### config.mk
export PLATFORM = sky130hd
export DESIGN_NAME = i2c_master
export DESIGN_NICKNAME = d
export VERILOG_FILES = /design/src/rtl/i2c_master_pkg.sv /design/src/rtl/i2c_sync2.sv /design/src/rtl/i2c_master.sv
export SDC_FILE = /design/constraint.sdc
export NUM_CORES = 1
export LEC_CHECK = 0
export ABC_AREA = 1
export CELL_PAD_IN_SITES_DETAIL_PLACEMENT = 0
export CELL_PAD_IN_SITES_GLOBAL_PLACEMENT = 2
export CORE_MARGIN = 3
export CORE_UTILIZATION = 29
export CTS_BUF_LIST = sky130_fd_sc_hd__clkbuf_4 sky130_fd_sc_hd__clkbuf_8
export DETAILED_ROUTE_END_ITERATION = 10
export PLACE_DENSITY_LB_ADDON = 0.3
export SLEW_MARGIN = 5
export SYNTH_ARGS = -nofsm -noshare
export SYNTH_HDL_FRONTEND = slang
export SYNTH_SLANG_ARGS = --single-unit
### constraint.sdc
create_clock -name clk -period 1.74 [get_ports clk]
set_clock_uncertainty 0.2 [all_clocks]
set_input_delay 0.261 -clock clk [delete_from_list [all_inputs] [get_ports clk]]
set_output_delay 0.261 -clock clk [all_outputs]
set_load 0.005 [all_outputs]
### src/rtl/i2c_master_pkg.sv
// Shared definitions for the audio-codec I2C master: command encodings, FSM state
// constants and the helper that decides how SDA is driven at the start of a slot.
package i2c_master_pkg;

  localparam logic [1:0] I2C_OP_START = 2'd0;
  localparam logic [1:0] I2C_OP_STOP  = 2'd1;
  localparam logic [1:0] I2C_OP_WRITE = 2'd2;
  localparam logic [1:0] I2C_OP_READ  = 2'd3;

  localparam logic [2:0] ST_IDLE    = 3'd0;
  localparam logic [2:0] ST_START_S = 3'd1;
  localparam logic [2:0] ST_STOP_S  = 3'd2;
  localparam logic [2:0] ST_BITS    = 3'd3;
  localparam logic [2:0] ST_ACK     = 3'd4;
  localparam logic [2:0] ST_DONE    = 3'd5;

  // SDA pull-down applied in Q0 of a slot (1 = pull low, 0 = release).
  function automatic logic q0_sda_oe(input logic [2:0] st, input logic [1:0] op,
                                     input logic [7:0] wdata, input logic [2:0] bit_idx,
                                     input logic nack);
    logic oe;
    oe = 1'b0;
    case (st)
      ST_STOP_S: oe = 1'b1;
      ST_BITS:   oe = (op == I2C_OP_WRITE) && !wdata[bit_idx];
      ST_ACK:    oe = (op == I2C_OP_READ) && !nack;
      default:   oe = 1'b0;
    endcase
    return oe;
  endfunction

endpackage

### src/rtl/i2c_sync2.sv
// Two-flop synchronizer for an asynchronous pad input; resets to the released
// (high) bus level.
module i2c_sync2 (
  input  logic clk,
  input  logic reset,
  input  logic d,
  output logic q
);

  logic meta;

  always_ff @(posedge clk) begin
    if (reset) begin
      meta <= 1'b1;
      q    <= 1'b1;
    end else begin
      meta <= d;
      q    <= meta;
    end
  end

endmodule

### src/rtl/i2c_master.sv
// Byte-level I2C master (START / STOP / WRITE / READ) driving open-drain pads.
// Define I2C_CLK_STRETCH_EN to honour slave clock stretching during Q1 of each slot.
module i2c_master
  import i2c_master_pkg::*;
#(
  parameter int CLK_DIV = 125
) (
  input  logic       clk,
  input  logic       reset,
  input  logic       cmd_valid,
  output logic       cmd_ready,
  input  logic [1:0] cmd_op,
  input  logic [7:0] cmd_wdata,
  input  logic       cmd_nack,
  output logic       rsp_valid,
  output logic [7:0] rsp_rdata,
  output logic       rsp_nack,
  output logic       busy,
  output logic       scl_oe,
  output logic       sda_oe,
  input  logic       scl_di,
  input  logic       sda_di,
  output logic [2:0] dbg_state
);

  localparam int DW = $clog2(CLK_DIV);
  localparam logic [DW-1:0] DIV_LOAD = DW'(CLK_DIV - 1);

  logic [2:0]    state;
  logic [1:0]    q;
  logic [DW-1:0] div;
  logic          arm;
  logic [2:0]    bit_cnt;
  logic [1:0]    op_r;
  logic [7:0]    wdata_r;
  logic          nack_r;
  logic [7:0]    shreg;
  logic          ack_bit;
  logic          scl_s;
  logic          sda_s;
  logic          stretch_hold;

  i2c_sync2 u_scl_sync (.clk(clk), .reset(reset), .d(scl_di), .q(scl_s));
  i2c_sync2 u_sda_sync (.clk(clk), .reset(reset), .d(sda_di), .q(sda_s));

`ifdef I2C_CLK_STRETCH_EN
  assign stretch_hold = (q == 2'd1) && !scl_s;
`else
  logic unused_scl_s;
  assign unused_scl_s = scl_s;
  assign stretch_hold = 1'b0;
`endif

  // Handshake: a command transfers on a cycle where cmd_valid && cmd_ready; op,
  // wdata and nack are captured then. cmd_ready is high in IDLE and in the DONE
  // cycle (rsp_valid), so a new command may follow back-to-back.
  assign cmd_ready = (state == ST_IDLE) || (state == ST_DONE);
  assign busy      = !cmd_ready;
  assign rsp_valid = (state == ST_DONE);
  assign dbg_state = state;

  // The cycle after acceptance (arm) loads the divider and applies Q0 of the first slot.
  always_ff @(posedge clk) begin
    if (reset) begin
      state     <= ST_IDLE;
      q         <= '0;
      div       <= '0;
      arm       <= 1'b0;
      bit_cnt   <= '0;
      op_r      <= I2C_OP_START;
      wdata_r   <= '0;
      nack_r    <= 1'b0;
      shreg     <= '0;
      ack_bit   <= 1'b0;
      scl_oe    <= 1'b0;
      sda_oe    <= 1'b0;
      rsp_rdata <= '0;
      rsp_nack  <= 1'b0;
    end else begin
      case (state)
        ST_IDLE, ST_DONE: begin
          state <= ST_IDLE;
          if (cmd_valid) begin
            op_r    <= cmd_op;
            wdata_r <= cmd_wdata;
            nack_r  <= cmd_nack;
            arm     <= 1'b1;
            bit_cnt <= 3'd7;
            case (cmd_op)
              I2C_OP_START: state <= ST_START_S;
              I2C_OP_STOP:  state <= ST_STOP_S;
              default:      state <= ST_BITS;
            endcase
          end
        end
        ST_START_S, ST_STOP_S, ST_BITS, ST_ACK: begin
          if (arm) begin
            arm    <= 1'b0;
            div    <= DIV_LOAD;
            q      <= 2'd0;
            sda_oe <= q0_sda_oe(state, op_r, wdata_r, bit_cnt, nack_r);
          end else if (stretch_hold) begin
            div <= DIV_LOAD;
          end else if (div != '0) begin
            div <= div - DW'(1);
          end else begin
            div <= DIV_LOAD;
            q   <= q + 2'd1;
            case (q)
              2'd0: scl_oe <= 1'b0;
              2'd1: if (state == ST_START_S) sda_oe <= 1'b1;
              2'd2: begin
                if (state == ST_STOP_S) sda_oe <= 1'b0;
                else scl_oe <= 1'b1;
                if (state == ST_BITS) shreg <= {shreg[6:0], sda_s};
                if (state == ST_ACK) ack_bit <= sda_s;
              end
              default: begin
                // End of slot: move to the next slot and apply its Q0 on this edge.
                case (state)
                  ST_BITS: begin
                    if (bit_cnt == 3'd0) begin
                      state  <= ST_ACK;
                      sda_oe <= q0_sda_oe(ST_ACK, op_r, wdata_r, bit_cnt, nack_r);
                    end else begin
                      bit_cnt <= bit_cnt - 3'd1;
                      sda_oe  <= q0_sda_oe(ST_BITS, op_r, wdata_r, bit_cnt - 3'd1, nack_r);
                    end
                  end
                  ST_ACK: begin
                    state <= ST_DONE;
                    if (op_r == I2C_OP_READ) rsp_rdata <= shreg;
                    else rsp_nack <= ack_bit;
                  end
                  default: state <= ST_DONE;
                endcase
              end
            endcase
          end
        end
        default: state <= ST_IDLE;
      endcase
    end
  end

endmodule

## After elaboration in Yosys (flattened, before gate mapping)

Index checks and enable logic that the tools add are counted.

| operators by class | value |
|---|---|
| $lt $le $gt $ge | 2 |
| muxes and demuxes | 35 |
| equal/unequal tests | 22 |
| add/subtract/negate cells | 3 |
| reductions and logical operators | 30 |
| bitwise logic cells | 4 |

Operators by type and width:

| cell | count |
|---|---|
| 3-bit two-way mux | 11 |
| 2-bit inequality test, second input constant | 9 |
| 6-bit AND reduction | 3 |
| 5-bit AND reduction | 3 |
| 7-bit two-way mux | 2 |
| 3-bit one-hot mux with 2 select lines | 2 |
| 1-bit two-way mux | 10 |
| 3-bit inequality test, second input constant | 3 |
| 3-bit by 4-bit less-than comparator with 1-bit output, second input constant | 2 |
| 7-bit AND reduction | 1 |
| 7-bit nonzero test | 1 |
| 7-bit by 1-bit subtractor with 7-bit output, second input constant | 1 |
| 1-bit binary-select mux with 3-bit select | 2 |
| 2-bit equality test, second input constant | 3 |
| 3-bit by 2-bit equality test with 1-bit output, second input constant | 2 |
| 3-bit equality test, second input constant | 2 |
| 3-bit zero test | 2 |
| 2-bit two-way mux | 3 |
| 1-bit one-hot mux with 3 select lines | 2 |
| 2-bit AND reduction | 3 |
| 2-bit by 1-bit equality test with 1-bit output, second input constant | 2 |
| 1-bit zero test | 4 |
| 2-bit zero test | 2 |
| 1-bit inverter | 4 |
| other kinds (13) | 17 |

| word-level totals | value |
|---|---|
| word-level logic and storage cells | 112 |
| input port bits | 16 |
| register bits after elaboration | 49 |
| output and inout port bits | 17 |

## Depth between registers and ports, before layout

Gate-level depths: netlist of run 1.

| depth | value |
|---|---|
| depth after elaboration | 10 |
| mapped depth | 12 |
| depth with buffers taken out | 12 |

## Hierarchy

From an unflattened synthesis of run 1, not the netlist that was laid out.

| unflattened totals | value |
|---|---|
| cell total of the unflattened synthesis | 333 |
| area total of the unflattened synthesis | 2379.8 µm² |

Modules (own cells, without submodules):

| module | cells each | area an instance (µm²) | times used | sequential area each (µm²) |
|---|---|---|---|---|
| i2c_master | 326 | 2321.0 | 1 | 940.9 |
| i2c_sync2 | 7 | 58.8 | 1 | 40.0 |

## Worst setup path after synthesis of run 1

Ideal clock, no wire load.

| path | value |
|---|---|
| path type | register to register |
| from | register bit_cnt[0] |
| to | register sda_oe |
| stages on the path, launching flop included | 13 |
| required time | 1.431 ns |
| slack | 0.022 ns |
| arrival time | 1.409 ns |
| library setup time | 0.109 ns |
| clock period less this slack | 1.718 ns |
| buffers on the path | 0 |
| path through | dfxtp_1 > clkinv_1 > ha_1 > inv_1 > nand3_1 > nand2_1 > nand2_1 > nand3_1 > nand2_1 > nand3_1 > nand3_1 > nand2_1 > inv_1 |

| on the way | value |
|---|---|
| longest elaborated chain between the ends | 10 |
| elaborated cells on any way between the ends | 16 |
| classes of those cells | 1 x add/sub; 10 x mux; 5 x reduce/logical |

RTL lines:

| what | line | source |
|---|---|---|
| from (decl) | i2c_master.sv:33 | `logic [2:0] bit_cnt;` |
| from (signal assigned) | i2c_master.sv:126 | `bit_cnt <= bit_cnt - 3'd1;` |
| 3-bit by 1-bit subtractor with 3-bit output | i2c_master.sv:127 | `sda_oe <= q0_sda_oe(ST_BITS, op_r, wdata_r, bit_cnt - 3'd1, nack_r);` |
| 1-bit binary-select mux with 3-bit select | i2c_master_pkg.sv:25 | `ST_BITS: oe = (op == I2C_OP_WRITE) && !wdata[bit_idx];` |
| 1-bit two-way mux (implied by the code) | i2c_master_pkg.sv:25 |  |
| 1-bit zero test | i2c_master_pkg.sv:25 |  |
| 1-bit logical AND | i2c_master_pkg.sv:25 |  |
| 1-bit two-way mux | i2c_master.sv:122 | `if (bit_cnt == 3'd0) begin` |
| 1-bit two-way mux | i2c_master.sv:120 | `case (state)` |
| 1-bit one-hot mux with 3 select lines | i2c_master.sv:109 | `case (q)` |
| 1-bit two-way mux | i2c_master.sv:104 | `end else if (div != '0) begin` |
| 1-bit two-way mux * | i2c_master.sv:97 | `if (arm) begin` |
| to (signal assigned) | i2c_master.sv:101 | `sda_oe <= q0_sda_oe(state, op_r, wdata_r, bit_cnt, nack_r);` |
| to (signal assigned) | i2c_master.sv:124 | `sda_oe <= q0_sda_oe(ST_ACK, op_r, wdata_r, bit_cnt, nack_r);` |
| to (signal assigned) | i2c_master.sv:127 |  |
| to (decl) | i2c_master.sv:20 | `output logic sda_oe,` |

Mark *: on every way between the ends. The rest lies on a longest branch, timed or not. The select of a mux whose other input is x is not followed.
A chain may end at the register's enable or synchronous reset.

## Worst setup path after layout of run 1

| path | value |
|---|---|
| from | register div[2] |
| to | register bit_cnt[2] |

| on the way | value |
|---|---|
| longest elaborated chain between the ends | 3 |

RTL lines:

| what | line | source |
|---|---|---|
| from (decl) | i2c_master.sv:31 | `logic [DW-1:0] div;` |
| from (signal assigned) | i2c_master.sv:105 | `div <= div - DW'(1);` |
| 7-bit nonzero test | i2c_master.sv:104 |  |
| 2-bit inequality test (no source line) | - |  |
| 7-bit AND reduction (no source line) | - |  |

Every way passes these cells.

==> impl_metrics.env, run 1 <==
export IMPL_start_util_pct=30.7
export IMPL_vias=2264
export IMPL_arrival_ps=1700
export IMPL_fin_crit_sh_pct=97.4
export IMPL_wl_per_cell_um=12.1
export IMPL_use_met2_pct=20.5
export IMPL_period_needed_ps=1690
export IMPL_place_congestion=0.805
export IMPL_viasPerCell=4.51
export IMPL_wl_um=6070
export IMPL_instances_no_fill=502
export IMPL_cpMaxStageDelayCell="dfxtp_2"
export IMPL_num_io_pins=33
export IMPL_synth_compound_area_share_pct=18.2
export IMPL_yosys_area_share_simple_pct=26.6
export IMPL_nNetsFinal=424
export IMPL_cts_inserted_buffers=5
export IMPL_synth_main_ff_cell="dfxtp_1"
export IMPL_setup_viol=0
export IMPL_hpwlAfterDp_um=4210
export IMPL_netlist_cell_type_count=32
export IMPL_synth_top_family_by_area="simple AND/OR/NAND/NOR gates"
export IMPL_syn_area_per_cell_um2=7.20
export IMPL_core_mm2=0.00793
export IMPL_powerDensity_mw_per_mm2=1500
export IMPL_clk_path_buf_depth=2
export IMPL_die_h_um=97.6
export IMPL_root_buffer="clkbuf_8"
export IMPL_grt_pass1_wl_um=10100
export IMPL_max_stage_delay_ps=340
export IMPL_insertedDiodeCount=0
export IMPL_syn_inst=338
export IMPL_cp_top_family="simple AND/OR/NAND/NOR gates"
export IMPL_crit_type="flip-flop to flip-flop"
export IMPL_syn_cell_area_mm2=0.00243
export IMPL_placed_cells=483
export IMPL_dr_pass1_iters=4
export IMPL_ys_seq_area_share_pct=40.3
export IMPL_die_w_um=97.6
export IMPL_synth_xor_area_share_pct=0.360
export IMPL_start_kind="flip-flop"
export IMPL_grt_max_degree=38
export IMPL_port_buffers=31
export IMPL_synth_edf_count=0
export IMPL_grtUsageMet1_pct=17.3
export IMPL_grt_usage_pct=12.8
export IMPL_slew_limit_headroom_pct=81.5
export IMPL_cts_tree="done"
export IMPL_synth_top_area_share_pct=40.3
export IMPL_critPathMaxFanout=6
export IMPL_final_core_util_pct=41.8
export IMPL_max_freq_mhz=590
export IMPL_grt_pass1_vias=2141
export IMPL_dieArea_mm2=0.00952
export IMPL_drv_slew=0
export IMPL_hold_path_class="flip-flop to flip-flop"
export IMPL_cts_hold_buf=0
export IMPL_ys_warn_count=0
export IMPL_grt_ovfl_total=0
export IMPL_clk_pin_slew_ps=100
export IMPL_h_tree_depth=2
export IMPL_finalHoldViolCount=0
export IMPL_worst_path_buf_inv=0
export IMPL_gr_usage_met3_pct=3.52
export IMPL_rsz0062_at_grt="true"
export IMPL_finalHoldWorstSlack_ps=216
export IMPL_clock_sinks=49
export IMPL_cp_cell_sequence="nor2_4, nand2_2, nor2_2, nand2_2, nor2_8, nand2_8, nand2_8, nand2_4, o21ai_0, nor2_1"
export IMPL_route_detailed_drc=0
export IMPL_max_cap_violations=0
export IMPL_drive_above_1_share_pct=23.0
export IMPL_netlist_top_cell_by_area="dfxtp_1"
export IMPL_syn_nets=362
export IMPL_crit_required_ps=1740
export IMPL_status="finished, final reports clean"
export IMPL_synthAdderAreaFrac_pct=4.12
export IMPL_num_rows=32
export IMPL_syn_to_final_growth_pct=36.2
export IMPL_synthMuxAreaShare_pct=0
export IMPL_async_flop_share_pct=0
export IMPL_ant_nets=0
export IMPL_peakVddDrop_uv=522
export IMPL_endpoint_kind="flip-flop"
export IMPL_antenna_found_initial=0
export IMPL_drt_iter0_markers=76
export IMPL_tightest_slew_ps=277
export IMPL_grt_busiest_layer="met2"
export IMPL_synth_area_top_cells="dfxtp_1 (40%), nand2_1 (8.6%), o21ai_0 (8.2%)"
export IMPL_clk_latency_ps=300
export IMPL_p_leak_nw=1.44
export IMPL_ys_seq_elements=49
## state kept, by name, indices dropped and copies added, names as in the netlist
name / flops
scl_oe: 1
q: 2
wdata_r: 8
div: 7
sda_oe: 1
dbg_state: 3
ack_bit: 1
rsp_nack: 1
u_sda_sync.meta: 1
nack_r: 1
rsp_rdata: 8
shreg: 8
bit_cnt: 3
u_sda_sync.q: 1
op_r: 2
arm: 1
## metrics by stage
stage               setup TNS (ps)  instance area (um2)  setup WS, ps  total power, mW
floorplan                        0                 2430          22.3             3.00
global route                  -268                 3310         -32.9             5.43
finish                           0                 3310          46.0             4.96
detailed placement           -30.6                 3000         -30.6             3.81
global placement             -9.11                 3000         -9.11             3.81
CTS                          -51.9                 3150         -18.0             4.66
## path summary, 6_finish.rpt
path / start / end / slack [ps] / depth (start not counted)
setup reg to reg: div[2] / bit_cnt[2] / 50 / 10
hold reg to reg: u_sda_sync.meta / u_sda_sync.q / 220 / 1
setup / recovery: div[2] / bit_cnt[2] / 50 / 10
hold / removal: u_sda_sync.meta / u_sda_sync.q / 220 / 1
## layout by cell type (no fill, tap or decap), types with 3 or more instances in the layout
master / count
nand3_1: 24
o21ai_2: 5
dfxtp_2: 7
o21ai_1: 19
buf_4: 30
nor2_4: 4
or2_2: 3
nand2_8: 3
a31oi_1: 3
clkbuf_8: 5
dfxtp_1: 40
nand2_2: 5
nor2_1: 26
nand2_4: 3
inv_1: 46
a21oi_1: 35
nand2_1: 52
ha_1: 6
o21ai_0: 19
inv_2: 6
clkdlybuf4s50_1: 27
## Yosys cell counts, drive strengths merged (2+ instances only)
library cell  instances
o21ai                43
a31oi                 3
clkinv                2
buf                   4
nor2                 33
nand4                 3
inv                  52
nor3                  2
nand2                63
ha                    8
clkbuf                6
dfxtp                49
or2                   3
nand3b                2
a21oi                36
nand3                25
## per-layer routing
| layer | wire [um] | share of wire [%] |
|---|---|---|
| met5 | 0 | 0 |
| met4 | 33 | 0.54 |
| met3 | 163 | 2.7 |
| met2 | 2760 | 45 |
| met1 | 3110 | 51 |
## worst reg2reg max path, stage by stage, from the launching register on
cell and delay (ps):
dfxtp_2 340, nor2_4 110, nand2_2 70, nor2_2 90
nand2_2 100, nor2_8 200, nand2_8 120, nand2_8 90
nand2_4 60, o21ai_0 160, nor2_1 50
## power breakdown
| group | internal (mW) | switching, mW | total (mW) |
|---|---|---|---|
| sequential | 1.36 | 0.188 | 1.55 |
| clock | 0.279 | 0.383 | 0.662 |
| combinational | 1.23 | 1.52 | 2.75 |
| total | 2.86 | 2.10 | 4.96 |
## what timing repair did
action                     in CTS  in global routing
setup endpoints to repair      14                 38
hold endpoints to repair        0                  0
setup buffers                   3                  7
gates resized for setup        18                 56
pin swaps                       3                  4
gates cloned                    0                  2
## cell type report
type	instances	area [um2]
clock buffer	5	68.8
clock inverter	2	13.8
fill	866	4620
inverter	54	206
multi-input combinational	226	1330
sequential	49	997
tap	102	128
timing repair buffer	64	566
## cells by family (layout without fill, tap and decap cells)
logic type,Yosys count,count (layout)
xor gates and xnor gates,1,1
buffers and inverters,64,125
DFF,49,49
adders and majority gates,8,8
AOI/OAI and AO/OA,85,85
and+or+nand+nor,131,132
Power figures use the tool's default switching activity.
==> run 2, diff against run 1 <==
- HOLD_SLACK_MARGIN: not set -> 0.06
==> results of run 2 <==
The final DEF is identical to that of run 1; final timing and power are the same.
==> run 3, diff against run 2 <==
- CTS_CLUSTER_SIZE: not set -> 8
==> results of run 3 <==
The final DEF is identical to that of run 1; final timing and power are the same.
